**src/rtl/rv_decode_stage.sv**
```systemverilog
// rv_decode_stage: RV32I/RV64I decode stage with registered output and one-entry skid buffer.
// Define RV_DECODE_ILLEGAL_EN to add the out_illegal flag port.
module rv_decode_stage #(
    parameter int XLEN = 32,
    parameter int PC_W = 32
) (
    input  logic                     clk,
    input  logic                     resetn,
    input  logic                     flush,
    input  logic                     in_valid,
    output logic                     in_ready,
    input  logic [31:0]              in_ir,
    input  logic [PC_W-1:0]          in_pc,
    output logic                     out_valid,
    input  logic                     out_ready,
    output logic [PC_W-1:0]          out_pc,
    output logic [4:0]               out_rd,
    output logic [4:0]               out_rs1,
    output logic [4:0]               out_rs2,
    output logic [XLEN-1:0]          out_imm,
    output logic [$clog2(XLEN)-1:0]  out_shamt,
    output logic [3:0]               out_funct,
    output logic [2:0]               out_op2_sel,
    output logic [1:0]               out_target,
`ifdef RV_DECODE_ILLEGAL_EN
    output logic                     out_illegal,
`endif
    output logic                     out_we
);
    localparam int SW = $clog2(XLEN);
    localparam logic [3:0] F_ADD = 4'b0000, F_SLT = 4'b0010, F_SLTU = 4'b0011, F_SUB = 4'b1000;
    localparam logic [2:0] O_RS2 = 3'd0, O_I = 3'd1, O_S = 3'd2, O_B = 3'd3, O_U = 3'd4, O_J = 3'd5;
    localparam logic [1:0] T_JALR = 2'd0, T_JAL_BXX = 2'd1, T_PC4 = 2'd2;

    typedef struct packed {
        logic [PC_W-1:0] pc;
        logic [4:0]      rd;
        logic [4:0]      rs1;
        logic [4:0]      rs2;
        logic [XLEN-1:0] imm;
        logic [SW-1:0]   shamt;
        logic [3:0]      funct;
        logic [2:0]      op2_sel;
        logic [1:0]      target;
        logic            we;
`ifdef RV_DECODE_ILLEGAL_EN
        logic            illegal;
`endif
    } bundle_t;

    function automatic bundle_t nop_bundle();
        bundle_t b;
        b = '0;
        b.op2_sel = O_I;
        b.target = T_PC4;
        return b;
    endfunction

    logic [6:0]  opc, f7;
    logic [2:0]  f3;
    logic [31:0] imm_i, imm_s, imm_b, imm_u, imm_j, imm32;
    logic [3:0]  funct;
    logic [2:0]  op2;
    logic [1:0]  tgt;
    logic        wr, bad, sh_bad, accept;
    bundle_t     dec, out_q, skid_q;
    logic        skid_valid;

    assign opc = in_ir[6:0];
    assign f3 = in_ir[14:12];
    assign f7 = in_ir[31:25];
    assign imm_i = {{20{in_ir[31]}}, in_ir[31:20]};
    assign imm_s = {{20{in_ir[31]}}, in_ir[31:25], in_ir[11:7]};
    assign imm_b = {{19{in_ir[31]}}, in_ir[31], in_ir[7], in_ir[30:25], in_ir[11:8], 1'b0};
    assign imm_u = {in_ir[31:12], 12'b0};
    assign imm_j = {{11{in_ir[31]}}, in_ir[31], in_ir[19:12], in_ir[20], in_ir[30:21], 1'b0};
    // Shift-immediate upper bits: only ir[30] is allowed, and only for SRAI; ir[25] is shamt[5] on RV64
    assign sh_bad = in_ir[31] | (|in_ir[29:26]) | (f3 == 3'b001 && in_ir[30]) | (XLEN == 32 && in_ir[25]);

    always_comb begin
        op2 = O_I;
        funct = F_ADD;
        tgt = T_PC4;
        wr = 1'b1;
        bad = 1'b0;
        case (opc)
            7'b0110011: begin
                op2 = O_RS2;
                funct = {in_ir[30], f3};
                bad = !(f7 == 7'h00 || (f7 == 7'h20 && (f3 == 3'b000 || f3 == 3'b101)));
            end
            7'b0010011: begin
                funct = {f3 == 3'b101 && in_ir[30], f3};
                bad = f3[1:0] == 2'b01 && sh_bad;
            end
            7'b0000011: ;
            7'b0100011: begin
                op2 = O_S;
                wr = 1'b0;
            end
            7'b1100011: begin
                op2 = O_B;
                wr = 1'b0;
                funct = f3[2:1] == 2'b00 ? F_SUB : f3[1] ? F_SLTU : F_SLT;
            end
            7'b0110111, 7'b0010111: op2 = O_U;
            7'b1101111: begin
                op2 = O_J;
                tgt = T_JAL_BXX;
            end
            7'b1100111: tgt = T_JALR;
            default: bad = 1'b1;
        endcase
        imm32 = op2 == O_S ? imm_s : op2 == O_B ? imm_b : op2 == O_U ? imm_u :
                op2 == O_J ? imm_j : op2 == O_RS2 ? 32'd0 : imm_i;
        dec = nop_bundle();
        if (!bad) begin
            dec.pc = in_pc;
            dec.rd = in_ir[11:7];
            dec.rs1 = in_ir[19:15];
            dec.rs2 = in_ir[24:20];
            dec.imm = XLEN'($signed(imm32));
            dec.shamt = in_ir[20 +: SW];
            dec.funct = funct;
            dec.op2_sel = op2;
            dec.target = tgt;
            dec.we = wr && in_ir[11:7] != 5'd0;
        end
`ifdef RV_DECODE_ILLEGAL_EN
        dec.illegal = bad;
`endif
    end

    assign in_ready = !skid_valid;
    assign accept = in_valid && in_ready;

    // Skid drains before any new input can reach the output, keeping order
    always_ff @(posedge clk or negedge resetn) begin
        if (!resetn) begin
            out_valid <= 1'b0;
            skid_valid <= 1'b0;
            out_q <= nop_bundle();
            skid_q <= nop_bundle();
        end else if (flush) begin
            out_valid <= 1'b0;
            skid_valid <= 1'b0;
        end else if (!out_valid || out_ready) begin
            out_q <= skid_valid ? skid_q : dec;
            out_valid <= skid_valid || accept;
            skid_valid <= 1'b0;
        end else if (accept) begin
            skid_q <= dec;
            skid_valid <= 1'b1;
        end
    end

    assign out_pc = out_q.pc;
    assign out_rd = out_q.rd;
    assign out_rs1 = out_q.rs1;
    assign out_rs2 = out_q.rs2;
    assign out_imm = out_q.imm;
    assign out_shamt = out_q.shamt;
    assign out_funct = out_q.funct;
    assign out_op2_sel = out_q.op2_sel;
    assign out_target = out_q.target;
    assign out_we = out_q.we;
`ifdef RV_DECODE_ILLEGAL_EN
    assign out_illegal = out_q.illegal;
`endif
endmodule
```
**config.mk**
```make
export PLATFORM = sky130hd
export DESIGN_NAME = rv_decode_stage
export DESIGN_NICKNAME = d
export VERILOG_FILES = /design/src/rtl/rv_decode_stage.sv
export SDC_FILE = /design/constraint.sdc
export NUM_CORES = 1
export LEC_CHECK = 0
export ABC_CLOCK_PERIOD_IN_PS = 2800
export BUFFER_PORTS_ARGS = -buffer_cell sky130_fd_sc_hd__buf_4
export CAP_MARGIN = 40
export CORE_UTILIZATION = 61
export CTS_BUF_LIST = sky130_fd_sc_hd__clkbuf_4 sky130_fd_sc_hd__clkbuf_8
export DETAILED_ROUTE_END_ITERATION = 8
export PLACE_DENSITY = 0.84
export SYNTH_ARGS = -nofsm -noshare
export SYNTH_HDL_FRONTEND = slang
export SYNTH_SLANG_ARGS = --single-unit
```
**constraint.sdc**
```tcl
create_clock -name clk -period 2.8 [get_ports clk]
set_clock_uncertainty 0.1 [all_clocks]
set_input_delay 0.56 -clock clk [delete_from_list [all_inputs] [get_ports clk]]
set_output_delay 0.56 -clock clk [all_outputs]
set_load 0.05 [all_outputs]
```
Word level (Yosys, flattened, before mapping)
Index checks and enable logic that the tools add are counted.
{"block": "op_classes", "muxes": 19, "eq_ne": 17, "n_reduce_logical": 26, "bitwise_logic": 5}
{"op": "$mux W94", "count": 2}
{"op": "$mux W32", "count": 5}
{"op": "$eq A7 B6 Y1 const B", "count": 4}
{"op": "$eq A7 B7 Y1 const B", "count": 3}
{"op": "$pmux W3 S5", "count": 1}
{"op": "$eq A7 B5 Y1 const B", "count": 2}
{"op": "$pmux W4 S3", "count": 1}
{"op": "$eq A3 B3 Y1 const B", "count": 3}
{"op": "$eq A7 B2 Y1 const B", "count": 1}
{"op": "$logic_not A7 Y1", "count": 1}
{"op": "$mux W1", "count": 7}
{"op": "$reduce_or A7 Y1", "count": 1}
{"op": "$eq A3 B2 Y1 const B", "count": 2}
{"op": "$logic_and A1 B1 Y1", "count": 6}
{"op": "$logic_not A3 Y1", "count": 2}
{"op": "$reduce_bool A5 Y1", "count": 1}
{"op": "$logic_or A1 B1 Y1", "count": 4}
{"op": "$mux W4", "count": 1}
{"op": "$pmux W2 S2", "count": 1}
{"op": "$reduce_or A2 Y1", "count": 2}
{"op": "$reduce_or A4 Y1", "count": 1}
{"op": "$eq A3 B1 Y1 const B", "count": 1}
{"op": "$logic_not A1 Y1", "count": 3}
{"op": "$or A1 B1 Y1", "count": 3}
{"op": "8 further kinds", "count": 9}
{"block": "word_totals", "elab_cells": 89, "input_bits": 69, "reg_bits": 190}

Logic depth before layout (Yosys ltp)
Gate-level depths: netlist of the first run.
{"block": "depth", "depth_word": 11, "ltp_mapped": 8}

Worst setup path before layout of the first run
No wires, ideal clock.
{"block": "synth_timing", "path_type": "in2reg", "startpoint": "input in_ir[4]", "endpoint": "register out_q (netlist bit out_pc[11])", "n_path_buf": 3, "cell_stages": 8, "setup_slack_ns": 0.524, "t_arrival_ns": 2.050, "required_ns": 2.574, "cell_sequence": "buf_4 nand2b_1 nand2_1 a221oi_2 nor3_1 buf_6 buf_6 a221o_1"}
{"block": "synth_via", "elab_chain_len": 5, "word_cells_on_any_way": 13}
{"element": "start, declared", "line": "12", "rtl": "input logic [31:0] in_ir,"}
{"element": "$eq A7 B7 Y1 (tied with other cells)", "line": "86", "rtl": "case (opc)"}
{"element": "$reduce_or A7 Y1 (no line)"}
{"element": "$pmux W1 S3 *", "line": "86"}
{"element": "$mux W94 *", "line": "117", "rtl": "if (!bad) begin"}
{"element": "$mux W94 *", "line": "148", "rtl": "out_q <= skid_valid ? skid_q : dec;"}
{"element": "end signal, assigned", "line": "142", "rtl": "out_q <= nop_bundle();"}
{"element": "end signal, assigned", "line": "148"}
{"element": "end, declared", "line": "66", "rtl": "bundle_t dec, out_q, skid_q;"}
Every way passes the cells marked *; elsewhere a longest branch is shown, timed or not.
A chain may end at the register's enable or synchronous reset.

Worst setup path in the final report of the first run
{"block": "layout_timing", "startpoint": "register skid_valid", "endpoint": "register out_q (netlist bit out_imm[17])"}
{"block": "layout_via", "elab_chain_len": 1}
{"element": "start, declared", "line": "67", "rtl": "logic skid_valid;"}
{"element": "start signal, assigned", "line": "141", "rtl": "skid_valid <= 1'b0;"}
{"element": "start signal, assigned", "line": "146", "rtl": "skid_valid <= 1'b0;"}
{"element": "start signal, assigned", "line": "150", "rtl": "skid_valid <= 1'b0;"}
{"element": "$mux W94", "line": "148"}
No other way between the ends.

==> impl_metrics.py, run 1 <==
metrics = {
    "clock_tree": {
        "cts_tree": "done",
        "cts-root-buf": "clkbuf_8",
        "clock_path_buffers": 2,
        "post_cts_buffers": 0,
        "cts_buffers": 17,
        "clk-insertion-delay-late_ns": 0.46,
        "htreeDepth": 4,
        "cts_sinks": 180,
        "clk_pin_slew_worst_paths_ns": 0.08,
    },
    "logic_synthesis": {
        "yosysTopAreaCellShare_pct": 54.1,
        "syn_area_per_cell_um2": 10.0,
        "syn_area_um2": 8140,
        "synth_edf_count": 0,
        "ys_warn_count": 0,
        "synth_common_cells": "176 x dfrtp_1, 151 x nand2_1, 70 x and3_1",
        "ys_async_sr_fraction_pct": 100,
        "ys_seq_area_share_pct": 55.4,
        "syn_inst": 814,
        "synth_cell_type_count": 50,
        "syn_nets": 883,
        "netlist_top_cells_area": "dfrtp_1 54%, a221o_1 7.9%, nand2_1 7.0%, and3_1 5.4%, o21ai_0 4.2%",
        "synth_ff_type": "dfrtp_1",
        "synth_top_area_cell": "dfrtp_1",
        "ys_seq_elements": 180,
        "yosysMostFrequentCell": "dfrtp_1",
    },
    "place": {
        "place_congestion": 0.903,
        "io_buffers": 164,
        "post-place-cells": 1098,
        "dp_hpwl_um": 14900,
    },
    "finish": {
        "antenna_cells": 0,
        "syn2layout_area_growth_pct": 22.3,
        "finalNonFillerCells": 1130,
        "drive_above_1_share_pct": 26.0,
        "num-nets-final": 1015,
        "fin_util_pct": 77.6,
    },
    "power_and_ir_drop": {
        "power_frac_seq_pct": 49.8,
        "p_clk_share_pct": 34.5,
        "switching_power_mw": 1.62,
        "pwr-share-comb_pct": 15.7,
        "p_leak_nw": 5.01,
        "peakVddDrop_v": 0.000406,
        "power_density_nw_per_um2": 567,
        "p_int_mw": 4.02,
        "switching_share_pct": 28.8,
    },
    "floorplan": {
        "fp.dieArea_um2": 13800,
        "io_pins": 165,
        "die_h_um": 118,
        "core_um2": 12800,
        "initial_core_util_pct": 63.5,
        "num_rows": 41,
        "die_w_um": 118,
    },
    "outcome": {
        "outcome": "finished, final reports clean",
    },
    "timing": {
        "drv_slew": 0,
        "relSlewSlack_pct": 46.0,
        "rsz0062_at_grt": "no",
        "setup_viol": 0,
        "tns_ns": 0,
        "fmax_mhz": 438,
        "finalHoldViolCount": 0,
        "hold_ws_ns": 0.222,
        "final.min_clock_period_ns": 2.28,
        "worst_slew_pin_slew_ns": 0.810,
        "period_share_pct": 81.4,
    },
    "route": {
        "routed_via_density": 6.51,
        "dr.pass1.iters": 6,
        "drtAntennaViolNets": 0,
        "wire_per_inst_um": 20.4,
        "dr.first_iter.drc_count": 978,
        "drc": 0,
        "drt-total-wl_um": 23100,
        "num_vias": 7353,
    },
    "worst_setup_path": {
        "critPathMaxFanout": 28,
        "cp.arrival_ns": 2.55,
        "cp.required_ns": 3.07,
        "slowest_delay_ns": 0.60,
        "cp-start-kind": "flop",
        "worstPathBufferInverterCount": 0,
        "critPathCaptureType": "flop",
        "cpMaxStageDelayCell": "dfrtp_2",
        "path_cells": "nor3_1 -> o211ai_2 -> or3_1 -> o22ai_1",
        "critPathKind": "flop to flop",
        "path_delay_family": "simple AND/OR/NAND/NOR gates",
    },
    "grt": {
        "overflow": 0,
        "grtUsageTotal_pct": 34.4,
        "first_global_vias": 7217,
        "antenna_found_initial": 0,
        "grt_pass1_wl_um": 37700,
        "grt_max_degree": 78,
    },
    "min_path": {
        "hold_class": "input pin to flop",
    },
    "flow_run": {
        "maxCapViolations": 0,
    },
}
-- timing repair --
| action | 4_1_cts | 5_1_grt |
|---|---|---|
| gates resized for setup | 0 | 0 |
| hold buffers | 1 | 0 |
| endpoints found under the hold margin | 48 | 0 |
-- worst register-to-register path, stage by stage (launching register included) --
cell and delay [ns]:
dfrtp_2 0.60, nor3_1 0.44, o211ai_2 0.18, or3_1 0.60
o22ai_1 0.28
-- cells by family after synthesis --
family	count (synthesis)	synth area share (%)
flip-flops	180	55.4
buffers and inverters	82	4.73
AND/OR/NAND/NOR	305	17.9
XOR/XNOR	1	0.108
multiplexers	4	0.492
AO/OA/AOI/OAI	242	21.4
-- worst paths after layout --
path | from | endpoint | slack [ns] | cells after the start
min in group asynchronous | resetn | out_imm[14] | 0.51 | 2
worst min register to register | skid_q[3] | skid_q[3] | 0.37 | 2
worst min-delay path | flush | out_valid | 0.22 | 2
max in group asynchronous | resetn | skid_q[58] | 1.33 | 3
worst max-delay path | skid_valid | out_imm[17] | 0.52 | 4
worst max register to register | skid_valid | out_imm[17] | 0.52 | 4
-- metal layers --
layer | track usage [%] | vias up | wire [um] | part of all wire, %
met4 | 10.0 | 0 | 420 | 1.8
li1 | - | 3203 | - | -
met5 | 0 | - | 0 | 0
met1 | 47.2 | 3688 | 9560 | 41
met2 | 54.7 | 413 | 11100 | 48
met3 | 8.72 | 49 | 1990 | 8.6
-- power by group through the flow --
stage	registers [mW]	logic, mW	clock network [mW]
2_1_floorplan	3.06	0.282	0
3_3_place_gp	2.85	0.861	0
3_5_place_dp	2.86	0.879	0
4_1_cts	2.81	0.885	1.95
5_1_grt	2.82	0.945	2.06
6_report	2.81	0.889	1.95
-- stage by stage --
step | setup WS, ns | power, mW | area, um2
finish | 0.519 | 5.65 | 9950
global route | 0.390 | 5.83 | 9950
CTS | 0.545 | 5.64 | 9950
detailed placement | 0.209 | 3.74 | 9510
global placement | 0.268 | 3.71 | 9510
floorplan | 0.524 | 3.34 | 8140
-- final cells by class --
| cell class | instances | area, um2 |
|---|---|---|
| inverters | 5 | 18.8 |
| repair buffers | 190 | 1500 |
| multi-input cells | 552 | 3280 |
| fillers | 847 | 2870 |
| clock inverters | 12 | 178 |
| clock buffers | 19 | 255 |
| well taps | 172 | 215 |
| flip-flops and latches | 180 | 4510 |
-- state kept, by name, indices dropped and copies added (netlist names), 2 cells and up --
signal / count
out_pc: 32
out_op2_sel: 3
out_rd: 5
out_funct: 4
out_rs1: 5
skid_q: 89
out_rs2: 5
out_target: 2
out_imm: 32
-- layout by cell type, fill, tap and decap left out, drive strengths merged, types with 2 or more instances in the layout --
cell / n
inv: 8
o22ai: 16
a221o: 64
o211ai: 3
nor2b: 3
nor3: 6
nand2: 152
o31ai: 20
buf: 189
a221oi: 2
a31o: 11
bufinv: 4
clkinv: 4
nor2: 36
dfrtp: 176
dfstp: 4
and2: 13
and3: 70
nand2b: 4
clkbuf: 19
nor4: 2
o2111ai: 3
a21o: 12
nand3: 8
o21ai: 69
or3b: 2
or3: 3
mux2i: 4
a21oi: 33
(Power assumes the default switching activity.)
==> run 2: changes to the inputs <==
Settings changed: ABC_CLOCK_PERIOD_IN_PS 2800 to 2350, CORE_UTILIZATION 61 to 57, PLACE_DENSITY 0.84 to 0.79.
Clock period 2.8 ns to 2.35 ns, I/O delays scaled along.
==> run 2 against run 1 <==
  * First-iteration DRC count shrank 29%
  * Register-to-register slack lost 0.25 ns
  * Final area grew 2.4%
  * Global-route usage shrank 1.2 points
  * Non-clock buffer count grew 22
==> impl_metrics.py, run 2 (same netlist as run 1, synthesis figures left out) <==
metrics = {
    "outcome": {
        "outcome": "finished, final reports clean",
    },
    "place": {
        "dp_slack_ns": -0.184,
        "place_congestion": 0.856,
        "place_area_um2": 9730,
        "io_buffers": 164,
        "dp_hpwl_um": 15700,
        "post-place-cells": 1128,
    },
    "timing": {
        "layout_setup_ws_ns": 0.167,
        "finalHoldViolCount": 0,
        "period_share_pct": 92.9,
        "tns_ns": 0,
        "drv_slew": 0,
        "setup_viol": 0,
        "hold_ws_ns": 0.118,
        "relSlewSlack_pct": 63.7,
        "final.min_clock_period_ns": 2.18,
        "rsz0062_at_grt": "no",
        "fmax_mhz": 458,
        "worst_slew_pin_slew_ns": 0.540,
    },
    "floorplan": {
        "fp.dieArea_um2": 14800,
        "die_w_um": 121,
        "initial_core_util_pct": 58.6,
        "num_rows": 43,
        "core_um2": 13900,
        "io_pins": 165,
        "die_h_um": 121,
    },
    "clock_tree": {
        "htreeDepth": 4,
        "clk-insertion-delay-late_ns": 0.47,
        "cts_sinks": 180,
        "clk_pin_slew_worst_paths_ns": 0.10,
        "cts_tree": "done",
        "cts_buffers": 17,
        "clock_path_buffers": 2,
        "cts-root-buf": "clkbuf_8",
    },
    "grt": {
        "first_global_vias": 7220,
        "grt_max_degree": 90,
        "grt_pass1_wl_um": 37700,
        "grtUsageTotal_pct": 33.3,
        "overflow": 0,
        "antenna_found_initial": 0,
    },
    "finish": {
        "regMostFlops": "skid_q",
        "fin_area_um2": 10200,
        "final.fill_count": 990,
        "drive_above_1_share_pct": 27.7,
        "final_cell_mix": "200 x buf_4, 175 x dfrtp_1, 151 x nand2_1",
        "fin_util_pct": 73.4,
        "antenna_cells": 0,
        "syn2layout_area_growth_pct": 25.2,
        "largest_reg_flops": 89,
        "layout.cells.most_common": "buf_4",
        "finalNonFillerCells": 1161,
        "num-nets-final": 1037,
    },
    "route": {
        "routed_via_density": 6.26,
        "drt-total-wl_um": 23600,
        "drtAntennaViolNets": 0,
        "num_vias": 7271,
        "dr.pass1.iters": 5,
        "wire_per_inst_um": 20.3,
        "drc": 0,
        "dr.first_iter.drc_count": 697,
    },
    "worst_setup_path": {
        "slowest_delay_ns": 0.40,
        "critPathCaptureType": "output port",
        "path_cells": "buf_6 -> inv_1 -> buf_4",
        "critPathKind": "flop to output port",
        "path_delay_family": "buffers and inverters",
        "cp.required_ns": 1.78,
        "worstPathBufferInverterCount": 3,
        "cp-start-kind": "flop",
        "cp.arrival_ns": 1.61,
        "cpMaxStageDelayCell": "dfrtp_2",
        "critPathMaxFanout": 62,
    },
    "power_and_ir_drop": {
        "peakVddDrop_v": 0.000583,
        "power_mw": 6.79,
        "p_leak_nw": 5.14,
        "power_density_nw_per_um2": 667,
    },
    "min_path": {
        "hold_class": "input pin to flop",
    },
    "flow_run": {
        "maxCapViolations": 0,
    },
}
-- run 2: routing by layer --
| metal | track usage, % | share of wire [%] |
|---|---|---|
| met2 | 52.0 | 48 |
| met4 | 12.7 | 2.5 |
| met3 | 6.53 | 6.7 |
| met1 | 46.0 | 43 |
| met5 | 0 | 0 |
-- run 2: path summary, 6_finish.rpt --
check                      startpoint      endpoint  slack, ns  cells past startpoint
max                        skid_valid      in_ready       0.17                      3
min                             flush    skid_valid       0.12                      2
max reg2reg                 out_valid    out_pc[28]       0.27                      7
min reg2reg                 skid_q[3]     skid_q[3]       0.37                      2
max in group asynchronous      resetn  out_funct[3]       0.93                      3
min in group asynchronous      resetn   out_imm[14]       0.43                      2
-- run 2: worst register-to-register path, stage by stage (launching register included) --
cell and delay [ns]:
dfrtp_1 0.40, nor2b_1 0.15, nor3_1 0.20, buf_4 0.18
o211ai_2 0.10, nor3_2 0.42, buf_4 0.29, a221o_1 0.17
-- run 2: what timing repair did --
item,4_1_cts,5_1_grt
endpoints found under the hold margin,47,0
gates resized for setup,1,0
hold buffers,1,0
buffers inserted,0,0
endpoints found under the setup margin,1,0
-- run 2: power by group --
group / internal (mW) / switching [mW] / leakage, nW
logic: 0.367 / 0.725 / 2.46
registers: 3.25 / 0.0995 / 2.45
clock network: 1.23 / 1.12 / 0.226
total: 4.85 / 1.94 / 5.14
-- run 2: area by class of cell --
class / count / area (um2) / share of cell area [%]
Clock buffer: 21 / 270 / 2.65
Clock inverter: 11 / 173 / 1.69
Inverter: 5 / 18.8 / 0.184
Multi-Input combinational cell: 552 / 3280 / 32.2
Sequential cell: 180 / 4510 / 44.3
Tap cell: 180 / 225 / 2.21
Timing Repair Buffer: 212 / 1710 / 16.8
==> run 3: changes to the inputs <==
Settings changed: REMOVE_ABC_BUFFERS set to 1, SKIP_CTS_REPAIR_TIMING set to 1.
==> run 3 against run 2 <==
  * Via count fell by 1.6%
  * Setup slack improved by 0.032 ns
  * Register-to-register slack got worse by 0.06 ns
  * Total power fell by 1.5%
  * Cell count fell by 0.26%
  * Clock power fell by 3%
  * Fmax rose by 1.5%
  * Global-route usage fell by 3.3 points
==> impl_metrics.py, run 3 (same netlist as run 1, synthesis figures left out) <==
metrics = {
    "place": {
        "dp_hpwl_um": 14200,
        "post-place-cells": 1126,
        "place_congestion": 0.932,
        "io_buffers": 164,
    },
    "worst_setup_path": {
        "rr_worst_depth": 6,
        "critPathMaxFanout": 42,
        "critPathCaptureType": "output port",
        "cp.required_ns": 1.78,
        "cp-start-kind": "flop",
        "cpMostUsedCell": "buf_4",
        "cp.arrival_ns": 1.58,
        "cpMaxStageDelayCell": "dfrtp_2",
        "path_cells": "buf_4 -> inv_1 -> buf_4",
        "rrSetupSlack_ns": 0.21,
        "reg2reg_from": "out_valid",
        "slowest_delay_ns": 0.40,
        "critPathKind": "flop to output port",
        "r2r-end": "out_funct[1]",
    },
    "timing": {
        "setup_viol": 0,
        "rsz0062_at_grt": "no",
        "drv_slew": 0,
        "relSlewSlack_pct": 55.4,
        "finalHoldViolCount": 0,
        "fmax_mhz": 465,
        "worst_slew_pin_slew_ns": 0.668,
        "final.min_clock_period_ns": 2.15,
        "tns_ns": 0,
        "period_share_pct": 91.5,
        "hold_ws_ns": 0.115,
    },
    "route": {
        "drt-total-wl_um": 21500,
        "num_vias": 7157,
        "drtAntennaViolNets": 0,
        "drc": 0,
        "wire_per_inst_um": 18.6,
        "dr.first_iter.drc_count": 852,
        "routed_via_density": 6.18,
        "dr.pass1.iters": 6,
    },
    "finish": {
        "layout.cells.most_common": "buf_4",
        "syn2layout_area_growth_pct": 25.0,
        "final.fill_count": 1033,
        "drive_above_1_share_pct": 27.7,
        "largest_reg_flops": 89,
        "antenna_cells": 0,
        "regMostFlops": "skid_q",
        "finalNonFillerCells": 1158,
        "num-nets-final": 1035,
        "fin_util_pct": 73.3,
        "final_cell_mix": "199 x buf_4, 175 x dfrtp_1, 151 x nand2_1",
    },
    "power_and_ir_drop": {
        "switching_share_pct": 28.3,
        "p_leak_nw": 5.11,
        "p_clk_share_pct": 34.0,
        "switching_power_mw": 1.89,
        "p_int_mw": 4.79,
        "peakVddDrop_v": 0.000370,
        "power_frac_seq_pct": 49.9,
        "pwr-share-comb_pct": 16.1,
        "power_density_nw_per_um2": 658,
    },
    "min_path": {
        "whs_path_depth": 2,
        "min_from": "flush",
        "hold_path_end": "out_valid",
        "hold_class": "input pin to flop",
    },
    "floorplan": {
        "die_h_um": 121,
        "initial_core_util_pct": 58.6,
        "die_w_um": 121,
        "num_rows": 43,
        "core_um2": 13900,
        "io_pins": 165,
        "fp.dieArea_um2": 14800,
    },
    "clock_tree": {
        "cts_buffers": 17,
        "htreeDepth": 4,
        "cts_sinks": 180,
        "cts_tree": "done",
        "clock_path_buffers": 2,
        "cts-root-buf": "clkbuf_8",
        "clk-insertion-delay-late_ns": 0.46,
        "clk_pin_slew_worst_paths_ns": 0.09,
    },
    "grt": {
        "grtUsageTotal_pct": 30.0,
        "overflow": 0,
        "first_global_vias": 6649,
        "grt_pass1_wl_um": 34500,
        "grt_max_degree": 90,
        "antenna_found_initial": 0,
    },
    "flow_run": {
        "maxCapViolations": 0,
    },
    "outcome": {
        "outcome": "finished, final reports clean",
    },
}
[run 3: worst max-delay path by stage]
stage,start,to,slack [ns],cells past startpoint
finish,skid_valid,in_ready,0.20,3
floorplan,skid_valid,out_funct[3],-2.26,4
global placement,in_ir[25],skid_q[32],-0.003,7
CTS,skid_valid,in_ready,0.20,3
global route,out_valid,out_imm[17],0.04,6
detailed placement,in_ir[25],skid_q[25],-0.14,7
[run 3: stage by stage]
stage	instance area, um2	worst slack (ns)	power [mW]
6_report	10200	0.199	6.69
5_1_grt	10200	0.0415	6.94
4_1_cts	10200	0.196	6.72
3_5_place_dp	9730	-0.144	4.47
3_3_place_gp	9730	-0.00254	4.44
2_1_floorplan	7770	-2.26	3.95
[run 3: final cells by class]
cell class,count,area (um2),share of cell area (%)
tap,180,225,2.21
sequential,180,4510,44.4
multi-input combinational,552,3290,32.4
clock inverter,13,180,1.77
timing repair buffer,210,1700,16.7
clock buffer,18,248,2.44
inverter,5,18.8,0.185
[run 3: routing by layer]
layer	global-route usage, %	wire length, um	vias to the layer above
met2	47.4	10400	320
met3	5.31	1680	21
met1	42.2	9220	3568
met4	8.87	211	0
li1	-	-	3248
met5	0	0	-
[run 3: worst max-delay path, delay by kind of cell, from the launching register on]
family	cells	cell delay [ns]
DFF	1	0.40
buffers and inverters	3	0.72
[run 3: power groups by stage]
| stage | Clock, mW | Sequential, mW | Combinational [mW] |
|---|---|---|---|
| 5_1_grt | 2.43 | 3.35 | 1.15 |
| 6_report | 2.27 | 3.34 | 1.08 |
| 3_3_place_gp | 0 | 3.39 | 1.05 |
| 3_5_place_dp | 0 | 3.40 | 1.07 |
| 2_1_floorplan | 0 | 3.66 | 0.286 |
| 4_1_cts | 2.31 | 3.34 | 1.08 |
